`src/rtl/serial_pkg.sv`:
```
// Shared definitions for the serial link: receiver state encoding and frame line levels.
package serial_pkg;

  typedef enum logic [2:0] {
    ST_IDLE   = 3'd0,
    ST_START  = 3'd1,
    ST_DATA   = 3'd2,
    ST_PARITY = 3'd3,
    ST_STOP   = 3'd4
  } rx_state_t;

  localparam logic START_LEVEL = 1'b0;
  localparam logic STOP_LEVEL  = 1'b1;
  localparam logic IDLE_LEVEL  = 1'b1;

endpackage

```
`src/rtl/rx_sync.sv`:
```
// Two-flop synchronizer for an asynchronous input; both flops reset to RESET_VAL.
module rx_sync #(
  parameter logic RESET_VAL = 1'b1
) (
  input  logic clk,
  input  logic rst,
  input  logic d,
  output logic q
);

  logic r_meta;
  logic r_sync;

  always_ff @(posedge clk) begin
    if (rst) begin
      r_meta <= RESET_VAL;
      r_sync <= RESET_VAL;
    end else begin
      r_meta <= d;
      r_sync <= r_meta;
    end
  end

  assign q = r_sync;

endmodule

```
`src/rtl/serial_rx.sv`:
```
// Asynchronous serial frame receiver (start, DATA_W bits LSB first, optional parity, stop).
// Define SERIAL_RX_PARITY_EN to build in the parity bit and a functional parity_err.
module serial_rx
  import serial_pkg::*;
#(
  parameter int DATA_W       = 8,
  parameter int CLKS_PER_BIT = 16,
  parameter int PARITY_ODD   = 0
) (
  input  logic              clk,
  input  logic              rst,
  input  logic              rx,
  output logic [DATA_W-1:0] data,
  output logic              valid,
  output logic              frame_err,
  output logic              parity_err,
  output logic              busy
);

  localparam int CNT_W = $clog2(CLKS_PER_BIT);
  localparam int IDX_W = $clog2(DATA_W + 1);
  localparam logic [CNT_W-1:0] HALF_CNT = CNT_W'(CLKS_PER_BIT / 2 - 1);
  localparam logic [CNT_W-1:0] LAST_CNT = CNT_W'(CLKS_PER_BIT - 1);
  localparam logic [IDX_W-1:0] LAST_IDX = IDX_W'(DATA_W - 1);

  rx_state_t         r_state;
  rx_state_t         w_nextState;
  logic              w_rxS;
  logic              w_bitEnd;
  logic [CNT_W-1:0]  r_cnt;
  logic [IDX_W-1:0]  r_idx;
  logic [DATA_W-1:0] r_sh;
  logic [DATA_W-1:0] r_data;
  logic              r_valid;
  logic              r_frameErr;

  rx_sync #(.RESET_VAL(IDLE_LEVEL)) u_sync (
    .clk (clk),
    .rst (rst),
    .d   (rx),
    .q   (w_rxS)
  );

  assign w_bitEnd = (r_cnt == LAST_CNT);

  always_ff @(posedge clk) begin
    if (rst) r_state <= ST_IDLE;
    else     r_state <= w_nextState;
  end

  always_comb begin
    w_nextState = r_state;
    case (r_state)
      ST_IDLE:  if (w_rxS == START_LEVEL) w_nextState = ST_START;
      ST_START: if (r_cnt == HALF_CNT)
                  w_nextState = (w_rxS == START_LEVEL) ? ST_DATA : ST_IDLE;
`ifdef SERIAL_RX_PARITY_EN
      ST_DATA:   if (w_bitEnd && r_idx == LAST_IDX) w_nextState = ST_PARITY;
      ST_PARITY: if (w_bitEnd) w_nextState = ST_STOP;
`else
      ST_DATA:   if (w_bitEnd && r_idx == LAST_IDX) w_nextState = ST_STOP;
`endif
      ST_STOP:  if (w_bitEnd) w_nextState = ST_IDLE;
      default:  w_nextState = ST_IDLE;
    endcase
  end

  // Each bit is sampled on the last count of its period; START is half a period so samples land mid-bit.
  always_ff @(posedge clk) begin
    if (rst) begin
      r_cnt      <= '0;
      r_idx      <= '0;
      r_sh       <= '0;
      r_data     <= '0;
      r_valid    <= 1'b0;
      r_frameErr <= 1'b0;
    end else begin
      r_valid    <= 1'b0;
      r_frameErr <= 1'b0;
      case (r_state)
        ST_START:  r_cnt <= (r_cnt == HALF_CNT) ? '0 : r_cnt + 1'b1;
        ST_DATA: begin
          if (w_bitEnd) begin
            r_cnt <= '0;
            r_idx <= r_idx + 1'b1;
            r_sh  <= (r_sh >> 1) | (DATA_W'(w_rxS) << (DATA_W - 1));
          end else begin
            r_cnt <= r_cnt + 1'b1;
          end
        end
        ST_PARITY: r_cnt <= w_bitEnd ? '0 : r_cnt + 1'b1;
        ST_STOP: begin
          if (w_bitEnd) begin
            r_cnt <= '0;
            if (w_rxS == STOP_LEVEL) begin
              r_data  <= r_sh;
              r_valid <= 1'b1;
            end else begin
              r_frameErr <= 1'b1;
            end
          end else begin
            r_cnt <= r_cnt + 1'b1;
          end
        end
        default: begin
          r_cnt <= '0;
          r_idx <= '0;
        end
      endcase
    end
  end

`ifdef SERIAL_RX_PARITY_EN
  logic r_parFlag;
  logic r_parityErr;

  // The mismatch is latched at the parity sample and reported alongside the stop-bit outcome.
  always_ff @(posedge clk) begin
    if (rst) begin
      r_parFlag   <= 1'b0;
      r_parityErr <= 1'b0;
    end else begin
      r_parityErr <= 1'b0;
      if (r_state == ST_IDLE)
        r_parFlag <= 1'b0;
      else if (r_state == ST_PARITY && w_bitEnd)
        r_parFlag <= (((^r_sh) ^ w_rxS) != PARITY_ODD[0]);
      if (r_state == ST_STOP && w_bitEnd)
        r_parityErr <= r_parFlag;
    end
  end

  assign parity_err = r_parityErr;
`else
  // Without a parity bit the parity sense has no meaning and the flag is constant 0.
  assign parity_err = 1'b0 & PARITY_ODD[0];
`endif

  assign data      = r_data;
  assign valid     = r_valid;
  assign frame_err = r_frameErr;
  assign busy      = (r_state != ST_IDLE);

endmodule

```
`config.mk`:
```
export PLATFORM = sky130hd
export DESIGN_NAME = serial_rx
export DESIGN_NICKNAME = d
export VERILOG_FILES = /design/src/rtl/serial_pkg.sv /design/src/rtl/rx_sync.sv /design/src/rtl/serial_rx.sv
export SDC_FILE = /design/constraint.sdc
export NUM_CORES = 1
export LEC_CHECK = 0
export ABC_AREA = 1
export CAP_MARGIN = 20
export CORE_MARGIN = 2
export CORE_UTILIZATION = 58
export DETAILED_ROUTE_END_ITERATION = 10
export PLACE_DENSITY_LB_ADDON = 0.2
export SLEW_MARGIN = 20
export SYNTH_ARGS = -nofsm -noshare
export SYNTH_HDL_FRONTEND = slang
export SYNTH_SLANG_ARGS = --single-unit
```
`constraint.sdc`:
```
create_clock -name clk -period 2.8 [get_ports clk]
set_clock_uncertainty 0.1 [all_clocks]
set_input_delay 0.84 -clock clk [delete_from_list [all_inputs] [get_ports clk]]
set_output_delay 0.84 -clock clk [all_outputs]
set_load 0.03 [all_outputs]
```
==> out/results.txt <==
CTS root buf = clkbuf_4
top-area cell type share of the netlist area = 47.78%
critical register-to-register path endpoint = r_sh[3]
critical path peak fanout = 4
most frequent cells in the layout = 31 x dfxtp_1, 30 x nor2_1, 20 x nand2_1
number of global-route vias before repair = 931
clock buffer depth = 2
Routability Congestion = 0.8357
synth top area cells = dfxtp_1 48%, nor2_1 8.7%, a21oi_1 5.8%, nand2_1 5.8%, nand3_1 5.8%
Max Freq = 0.3851 GHz
Layout area overhead = 17.34%
Ys Warns = 0
die width = 51.32 um
CP top delay family = buffers and inverters
Port Buffers = 13
CTS Sinks = 31
data arrival time of the critical path = 1660 ps
Hold Crit Start = u_sync.r_meta
Setup CP Type = register to output pin
CP required = 1860 ps
worst reg2reg path depth = 8
final setup fails = 0
RSZ-0062 raised after global routing = no
commonest non-fill, non-tap cell in the layout = dfxtp_1
crit end category = output pin
synthesized cell area = 1299 um^2
worst hold stages = 1
Critical Path, Cell by Cell = nor2_1, nand2_1, clkdlybuf4s50_1
CTS HTree Levels = 2
Synth Area per Inst = 7.731 um^2
library cells used by synthesis = 25
Die Area = 2634 um^2
DR DRC count = 0
Final ANT Viol Nets = 0
initial antenna violation count = 0
Async SR Flop Fraction = 0%
total CTS buffers = 5
post-CTS resize count = 0
Synth Net Count = 173
TritonCTS clock tree = done
worst vdd ir = 585.1 uV
GRT Total Usage = 21.31%
Buf+Inv Stages, Crit Path = 1
Final Core Density = 70.24%
max_cap viols = 0
Die H = 51.32 um
status = completed
top-level port count = 15
TritonRoute pass-1 iters = 4
Startpoint Class = register
initial drt markers = 32
Hold-fix buffers, CTS = 0
# diodes = 0
area leader, netlist = dfxtp_1
flops & latches, synth = 31
Mapped Cells = 168
global-route wire length before repair = 4084 um
Initial Util = 59.86%
crit share post-route = 92.75%
PwrDens = 764.2 nW/um^2
num rows = 17
Max stage delay cell, worst path = clkdlybuf4s50_1
ys flop type = dfxtp_1
clock slew at reported path FFs = 100 ps
Reg2Reg Launch Point = r_cnt[0]
crit path time final = 2597 ps
largest net degree at the start of global routing = 17
Final Hold Vio Count = 0
via count = 1,089
final net count = 188
Filler cells = 193
Setup Buffers After CTS = 0
share of layout cells above drive strength 1 = 14.13%
Clk Latency, worst-skew pair = 320 ps
worst min-delay path class = register to register
FF-to-FF setup slack = 1040 ps
Final TNS setup = 0 ps
LEAKAGE = 0.0006209 uW
crit path launch = r_state[0]
Post-synth EDFFs = 0
Core ar. = 2170 um^2
detailed placement HPWL = 1709 um
mean number of vias per cell = 5.137
Routed WL = 2450 um
end of the worst hold path = u_sync.q
post-synthesis sequential area ratio = 47.78%
WL/cell = 11.56 um
fin. max-slew vios = 0
slowest stage delay, CP = 680 ps
GRT overflow = 0
## power breakdown
part	switching [uW]	internal [uW]	total, uW
registers	30.5	469	499
clock network	152	211	363
logic	198	104	302
## Yosys cell counts (all sizes together) (2+ instances only)
library cell  instances
nor2                 34
dfxtp                31
nand2                23
a21oi                17
inv                  17
nand3                15
o21ai                14
clkbuf                4
buf                   2
ha                    2
nor3                  2
or2                   2
xor2                  2
## worst register-to-register path: stages (launching register included)
cell and delay, ps:
dfxtp_1 370, ha_1 200, nand2_2 90, nor2_4 180, inv_2 100, nor2_4 250
inv_1 170, nor2_1 130, nor2_1 60
## layer usage
metal / up-vias / share of wire (%) / global-route usage, %
li1: 568 / - / -
met1: 485 / 47 / 26.11
met2: 30 / 47 / 34.63
met3: 6 / 4.9 / 9.064
met4: 0 / 1.2 / 5.263
met5: - / 0 / 0
## cell type report
| class | count | area [um^2] | share of cell area (%) |
|---|---|---|---|
| clock buffers | 6 | 51.30 | 3.366 |
| repair buffers | 14 | 137.6 | 9.031 |
| flip-flops and latches | 31 | 620.6 | 40.72 |
| well taps | 28 | 35.03 | 2.299 |
| inverters | 17 | 63.81 | 4.187 |
| clock inverters | 2 | 35.03 | 2.299 |
| multi-input cells | 114 | 580.6 | 38.10 |
## logic make-up (layout without fill, tap and decap cells)
group                      Yosys count  after routing  share of synthesized area (%)
DFF                                 31             31                          47.78
xor gates and xnor gates             2              2                          1.349
adders and majority gates            2              2                          1.926
other                                1              1                         0.2887
and+or+nand+nor                     78             78                          28.32
AOI/OAI and AO/OA                   31             31                          12.81
buffers and inverters               23             39                          7.514
## flip-flops by register name, indices dropped and copies added (netlist names)
signal,flops
r_sh,8
r_cnt,4
data,8
r_state,3
valid,1
u_sync.r_meta,1
frame_err,1
r_idx,4
u_sync.q,1
## through the flow
step | instances | area [um^2] | total power [uW] | setup slack, ps | hold slack [ps]
CTS | 212 | 1524 | 1172 | 191.0 | 335.1
floorplan | 168 | 1299 | 739.1 | 1135 | 289.5
detailed placement | 204 | 1438 | 807.2 | 575.7 | 305.8
global placement | 204 | 1438 | 794.9 | 624.4 | 305.6
global route | 212 | 1524 | 1232 | 133.9 | 354.3
finish | 212 | 1524 | 1165 | 203.0 | 334.9
## worst max-delay path by stage
| stage | endpoint | slack [ps] | cells past startpoint |
|---|---|---|---|
| 2_1_floorplan | busy | 1130 | 2 |
| 3_3_place_gp | busy | 620 | 3 |
| 3_5_place_dp | busy | 580 | 3 |
| 4_1_cts | busy | 190 | 3 |
| 5_1_grt | busy | 130 | 3 |
| 6_report | busy | 200 | 3 |
No activity file was read; power rests on OpenSTA's default activity.
